===== src/rtl/controller_iram_loader.sv =====
// Boot loader: framed byte stream -> little-endian words -> instruction RAM, CPU held in reset until done.
// Optional checksum byte and verification enabled with `define IRAM_LOADER_CSUM_EN.
module controller_iram_loader #(
  parameter int          ADDR_W = 9,
  parameter int          DEPTH  = 512,
  parameter logic [7:0]  MAGIC  = 8'hA5
) (
  input  logic              clk,
  input  logic              reset_n,
  input  logic              start,
  input  logic [7:0]        in_data,
  input  logic              in_valid,
  output logic              in_ready,
  output logic [ADDR_W-1:0] mem_address,
  output logic [3:0]        mem_byteenable,
  output logic              mem_chipselect,
  output logic              mem_write,
  output logic              mem_debugaccess,
  output logic [31:0]       mem_writedata,
  output logic              cpu_reset_req,
  output logic              busy,
  output logic              done,
  output logic              error,
  output logic [1:0]        error_code
);

  localparam int          CNT_W     = ADDR_W + 1;
  localparam logic [15:0] DEPTH_LEN = 16'(DEPTH);

  localparam logic [1:0] ERR_NONE  = 2'd0;
  localparam logic [1:0] ERR_MAGIC = 2'd1;
  localparam logic [1:0] ERR_LEN   = 2'd2;
`ifdef IRAM_LOADER_CSUM_EN
  localparam logic [1:0] ERR_CSUM  = 2'd3;
`endif

  typedef enum logic [3:0] {
    S_IDLE,
    S_MAGIC,
    S_LEN_LO,
    S_LEN_HI,
    S_PAYLOAD,
    S_WRITE,
    S_DONE,
    S_ERROR
`ifdef IRAM_LOADER_CSUM_EN
    , S_CSUM
`endif
  } state_t;

  state_t             state_q, state_d;
  logic [7:0]         len_lo_q, len_lo_d;
  logic [CNT_W-1:0]   len_q, len_d;
  logic [CNT_W-1:0]   word_cnt_q, word_cnt_d;
  logic [1:0]         byte_cnt_q, byte_cnt_d;
  logic [23:0]        word_buf_q, word_buf_d;
`ifdef IRAM_LOADER_CSUM_EN
  logic [7:0]         acc_q, acc_d;
`endif

  logic               in_ready_q, in_ready_d;
  logic               mem_wr_q, mem_wr_d;
  logic [ADDR_W-1:0]  mem_addr_q, mem_addr_d;
  logic [31:0]        mem_wdata_q, mem_wdata_d;
  logic               cpu_reset_req_q, cpu_reset_req_d;
  logic               busy_q, busy_d;
  logic               done_q, done_d;
  logic               error_q, error_d;
  logic [1:0]         error_code_q, error_code_d;

  logic               take;
  logic [15:0]        len_full;

  // in_ready is registered from the next state, so it already reflects the accepting state.
  assign take     = in_valid & in_ready_q;
  assign len_full = {in_data, len_lo_q};

  always_comb begin
    state_d      = state_q;
    len_lo_d     = len_lo_q;
    len_d        = len_q;
    word_cnt_d   = word_cnt_q;
    byte_cnt_d   = byte_cnt_q;
    word_buf_d   = word_buf_q;
`ifdef IRAM_LOADER_CSUM_EN
    acc_d        = acc_q;
`endif
    error_code_d = error_code_q;
    mem_wr_d     = 1'b0;
    mem_addr_d   = '0;
    mem_wdata_d  = '0;

    case (state_q)
      S_IDLE, S_DONE, S_ERROR: begin
        if (start) begin
          state_d      = S_MAGIC;
          error_code_d = ERR_NONE;
          word_cnt_d   = '0;
          byte_cnt_d   = '0;
`ifdef IRAM_LOADER_CSUM_EN
          acc_d        = '0;
`endif
        end
      end
      S_MAGIC: begin
        if (take) begin
          if (in_data != MAGIC) begin
            state_d      = S_ERROR;
            error_code_d = ERR_MAGIC;
          end else begin
            state_d = S_LEN_LO;
          end
        end
      end
      S_LEN_LO: begin
        if (take) begin
          len_lo_d = in_data;
          state_d  = S_LEN_HI;
        end
      end
      S_LEN_HI: begin
        if (take) begin
          if (len_full == 16'd0 || len_full > DEPTH_LEN) begin
            state_d      = S_ERROR;
            error_code_d = ERR_LEN;
          end else begin
            len_d   = len_full[CNT_W-1:0];
            state_d = S_PAYLOAD;
          end
        end
      end
      S_PAYLOAD: begin
        if (take) begin
`ifdef IRAM_LOADER_CSUM_EN
          acc_d = acc_q ^ in_data;
`endif
          byte_cnt_d = byte_cnt_q + 2'd1;
          case (byte_cnt_q)
            2'd0: word_buf_d[7:0]   = in_data;
            2'd1: word_buf_d[15:8]  = in_data;
            2'd2: word_buf_d[23:16] = in_data;
            default: begin
              // Fourth byte: launch the write strobe for the next cycle.
              mem_wr_d    = 1'b1;
              mem_addr_d  = word_cnt_q[ADDR_W-1:0];
              mem_wdata_d = {in_data, word_buf_q};
              word_cnt_d  = word_cnt_q + CNT_W'(1);
              state_d     = S_WRITE;
            end
          endcase
        end
      end
      S_WRITE: begin
        if (word_cnt_q == len_q) begin
`ifdef IRAM_LOADER_CSUM_EN
          state_d = S_CSUM;
`else
          state_d = S_DONE;
`endif
        end else begin
          state_d = S_PAYLOAD;
        end
      end
`ifdef IRAM_LOADER_CSUM_EN
      S_CSUM: begin
        if (take) begin
          if (in_data == acc_q) begin
            state_d = S_DONE;
          end else begin
            state_d      = S_ERROR;
            error_code_d = ERR_CSUM;
          end
        end
      end
`endif
      default: state_d = S_IDLE;
    endcase

    // Status outputs are a registered decode of the next state.
    in_ready_d = (state_d == S_MAGIC) || (state_d == S_LEN_LO) ||
                 (state_d == S_LEN_HI) || (state_d == S_PAYLOAD)
`ifdef IRAM_LOADER_CSUM_EN
                 || (state_d == S_CSUM)
`endif
                 ;
    busy_d          = (state_d != S_IDLE) && (state_d != S_DONE) && (state_d != S_ERROR);
    done_d          = (state_d == S_DONE);
    error_d         = (state_d == S_ERROR);
    cpu_reset_req_d = (state_d != S_DONE);
  end

  always_ff @(posedge clk) begin
    if (!reset_n) begin
      state_q         <= S_IDLE;
      len_lo_q        <= '0;
      len_q           <= '0;
      word_cnt_q      <= '0;
      byte_cnt_q      <= '0;
      word_buf_q      <= '0;
`ifdef IRAM_LOADER_CSUM_EN
      acc_q           <= '0;
`endif
      in_ready_q      <= 1'b0;
      mem_wr_q        <= 1'b0;
      mem_addr_q      <= '0;
      mem_wdata_q     <= '0;
      cpu_reset_req_q <= 1'b1;
      busy_q          <= 1'b0;
      done_q          <= 1'b0;
      error_q         <= 1'b0;
      error_code_q    <= ERR_NONE;
    end else begin
      state_q         <= state_d;
      len_lo_q        <= len_lo_d;
      len_q           <= len_d;
      word_cnt_q      <= word_cnt_d;
      byte_cnt_q      <= byte_cnt_d;
      word_buf_q      <= word_buf_d;
`ifdef IRAM_LOADER_CSUM_EN
      acc_q           <= acc_d;
`endif
      in_ready_q      <= in_ready_d;
      mem_wr_q        <= mem_wr_d;
      mem_addr_q      <= mem_addr_d;
      mem_wdata_q     <= mem_wdata_d;
      cpu_reset_req_q <= cpu_reset_req_d;
      busy_q          <= busy_d;
      done_q          <= done_d;
      error_q         <= error_d;
      error_code_q    <= error_code_d;
    end
  end

  assign in_ready        = in_ready_q;
  assign mem_address     = mem_addr_q;
  assign mem_byteenable  = {4{mem_wr_q}};
  assign mem_chipselect  = mem_wr_q;
  assign mem_write       = mem_wr_q;
  assign mem_debugaccess = mem_wr_q;
  assign mem_writedata   = mem_wdata_q;
  assign cpu_reset_req   = cpu_reset_req_q;
  assign busy            = busy_q;
  assign done            = done_q;
  assign error           = error_q;
  assign error_code      = error_code_q;

endmodule


===== config.mk =====
export PLATFORM = sky130hd
export DESIGN_NAME = controller_iram_loader
export DESIGN_NICKNAME = d
export VERILOG_FILES = /design/src/rtl/controller_iram_loader.sv
export SDC_FILE = /design/constraint.sdc
export NUM_CORES = 1
export LEC_CHECK = 0
export BUFFER_PORTS_ARGS = -buffer_cell sky130_fd_sc_hd__buf_4
export CAP_MARGIN = 20
export CORE_UTILIZATION = 40
export DETAILED_ROUTE_END_ITERATION = 10
export GPL_TIMING_DRIVEN = 0
export RECOVER_POWER = 25
export SKIP_CTS_REPAIR_TIMING = 1
export SLEW_MARGIN = 20
export SYNTH_ARGS = -nofsm -noshare
export SYNTH_HDL_FRONTEND = slang
export SYNTH_SLANG_ARGS = --single-unit

===== constraint.sdc =====
create_clock -name clk -period 2.6 [get_ports clk]
set_input_delay 0.13 -clock clk [delete_from_list [all_inputs] [get_ports clk]]
set_output_delay 0.13 -clock clk [all_outputs]
set_load 0.01 [all_outputs]

==> reports/metrics.yaml <==
route:
  drc: 0
  vias: 3145
  drt_iter0_drc: 108
  dr.pass1.iters: 4
  ant_nets: 0
  wl_per_cell_um: 14.0
  routed_wl_mm: 9.00
  via_per_inst: 4.88
synth:
  synth-edff-count: 0
  ys_dominant_reg_cell: "dfxtp_1"
  synthCells: 431
  synth_most_common_cell: "dfxtp_1"
  syn_area_um2: 4090
  synth_cell_types: 52
  avgSynthCellArea_um2: 9.49
  ys_warn_count: 0
  synth_seq_area_share: 0.524
  async_flop_share: 0
  yosysTopAreaCell: "dfxtp_1"
  synth_area_leaders: "dfxtp_1, and2_1, mux2i_1, a21oi_1, nand2_1"
  syn_nets: 448
  synth_top_cell_area_share: 0.524
  ys_ff_latch: 107
  synth_common_cells: "dfxtp_1, nand2_1, and2_1, a21oi_1"
power_and_ir_drop:
  ir_drop_mv: 0.294
  combinationalPowerShare: 0.040
  powerDensity_nw_per_um2: 572
  clockPowerShare: 0.358
  p_int_mw: 2.09
  swShare: 0.236
  leakage_nw: 1.80
  seq_power_share: 0.602
  p_sw_mw: 0.644
floorplan:
  core_area_um2: 9820
  dieWidth_um: 103
  initial_core_util: 0.416
  ios: 67
  num_rows: 36
  die-area_um2: 10600
  die_h_um: 103
timing:
  fin_hold_ws_ns: 0.0301
  setup_viol: 0
  rsz0062_at_grt: "no"
  post-route-period-util: 0.885
  finalHoldViolations: 0
  final.setup.worst_slack_ns: 0.299
  max_slew_margin: 0.606
  skew_ns: 0.0116
  finalMaxSlewViolations: 0
  fmax_mhz: 435
  fin_tns_setup_ns: 0
  post-route-min-period_ns: 2.30
  tightest_slew_ns: 0.586
global_routing:
  grt_pass1_vias: 2861
  grt_pass1_wl_mm: 14.1
  grtUsageTotal: 0.178
  overflow: 0
  grt_max_degree: 18
  antenna_found_initial: 0
setup_path:
  crit_path_max_fanout: 10
  start_kind: "flip-flop"
  critPathMaxStageDelay_ns: 0.43
  reg2reg_slack_ns: 0.30
  cp_common_cell: "clkbuf_1"
  setup.worst_path.class: "reg2reg"
  cpMaxStageDelayCell: "nor4_2"
  cp-end-kind: "flip-flop"
  cp.arrival_ns: 2.62
  crit_required_ns: 2.92
  crit_chain: "clkbuf_1, nor4b_4, and2_0, buf_2, nand2_1, nor4_2, clkbuf_1, and2_1"
final_layout:
  num-fill-cells: 978
  area.sequential_um2: 2140
  fin_util: 0.486
  multi_input_area_um2: 1770
  fin_nets: 523
  layout-drive-gt1-share: 0.137
  antenna_cells: 0
  area_growth_pct: 16.7
min_path:
  min_path_type: "in2reg"
cts:
  cts_tree: "built"
  clkLatencyLatePin_ns: 0.38
  cts_buffers: 9
  cts_root_buf: "clkbuf_8"
  htree_levels: 3
  cts_buffer_depth: 2
  path_clk_slew_ns: 0.10
  cts.sinks: 107
status:
  status: "finished, final reports clean"
placement:
  dp_hpwl_mm: 6.36
  pre_cts_ws_ns: 0.280
  place_congestion: 0.810
  io_buffers: 64
flow_run:
  max-cap-violations: 0
## registers in the layout, summed over array words and instances, names as in the netlist
| register | flops |
|---|---|
| byte_cnt_q | 2 |
| len_q | 10 |
| len_lo_q | 8 |
| mem_writedata | 32 |
| word_cnt_q | 10 |
| error | 1 |
| mem_chipselect | 1 |
| in_ready | 1 |
| word_buf_q | 24 |
| busy | 1 |
| error_code | 2 |
| cpu_reset_req | 1 |
| state_q | 4 |
| done | 1 |
| mem_address | 9 |
## cells by family (layout without fill, tap and decap cells)
logic type | Yosys count | after routing | synth area share
AO/OA/AOI/OAI | 54 | 54 | 0.0826
XOR/XNOR | 17 | 17 | 0.0364
adder cells (fa/ha/maj) | 5 | 5 | 0.0153
buffers and inverters | 37 | 117 | 0.0422
flip-flops | 107 | 107 | 0.524
multiplexers | 19 | 19 | 0.0468
other | 1 | 1 | 0.000917
AND/OR/NAND/NOR | 191 | 191 | 0.252
## layout make-up
| type | instances | area share |
|---|---|---|
| inverter | 6 | 0.00472 |
| clock inverter | 4 | 0.00682 |
| sequential | 107 | 0.449 |
| timing repair buffer | 64 | 0.0692 |
| buffer | 31 | 0.0315 |
| multi-input combinational | 287 | 0.372 |
| tap | 133 | 0.0349 |
| clock buffer | 12 | 0.0325 |
## stage by stage
stage / total power [mW] / std cells / instance area (um^2)
detailed placement: 1.79 / 628 / 4740
CTS: 2.75 / 644 / 4920
finish: 2.73 / 644 / 4770
global placement: 1.79 / 628 / 4740
floorplan: 1.74 / 431 / 4090
global route: 2.83 / 644 / 4770
## per-layer routing
metal | vias up | share of wire | track usage
met3 | 15 | 0.038 | 0.0258
li1 | 1589 | - | -
met1 | 1473 | 0.48 | 0.232
met2 | 68 | 0.45 | 0.285
met5 | - | 0 | 0
met4 | 0 | 0.026 | 0.0997
## power by group through the flow
stage                     Clock (mW)  Sequential, mW  Combinational, mW
after global routing            1.06            1.65              0.119
final                          0.978            1.64              0.110
after global placement             0            1.68              0.109
after detailed placement           0            1.68              0.109
after floorplan                    0            1.68             0.0577
after CTS                      0.999            1.64              0.110
## critical path, delay by kind of cell (launching register included)
kind	cells	cell delay, ns
simple gates	5	1.26
flops	1	0.30
buf+inv	3	0.69
## worst paths after layout
check                 start             end  cells past startpoint
min                 reset_n      state_q[0]                      2
min reg2reg  word_buf_q[14]  word_buf_q[14]                      2
max reg2reg      state_q[3]  mem_address[7]                      8
max              state_q[3]  mem_address[7]                      8
## layout by cell type (no fill, tap or decap), types with 2 or more instances in the layout
| cell | synthesis | routed |
|---|---|---|
| dfxtp_1 | 107 | 107 |
| mux2i_1 | 18 | 18 |
| nor2_1 | 31 | 31 |
| nor3_2 | 2 | 2 |
| buf_4 | 7 | 31 |
| nand2b_1 | 2 | 2 |
| or3_1 | 4 | 4 |
| inv_1 | 6 | 6 |
| nor4_1 | 2 | 2 |
| a21oi_1 | 34 | 34 |
| and2_1 | 43 | 43 |
| o21ai_0 | 4 | 4 |
| nand3_1 | 31 | 31 |
| nor3_1 | 3 | 3 |
| a211oi_1 | 3 | 3 |
| inv_6 | 0 | 2 |
| and3_1 | 6 | 6 |
| ha_1 | 5 | 5 |
| nand2_1 | 45 | 45 |
| nand4_1 | 4 | 4 |
| clkbuf_1 | 18 | 59 |
| clkinvlp_4 | 0 | 2 |
| nor2b_1 | 4 | 4 |
| xnor2_1 | 13 | 13 |
| clkbuf_8 | 0 | 11 |
| nor4_2 | 2 | 2 |
| buf_2 | 6 | 6 |
| xor2_1 | 4 | 4 |
No activity file was read; power rests on OpenSTA's default activity.
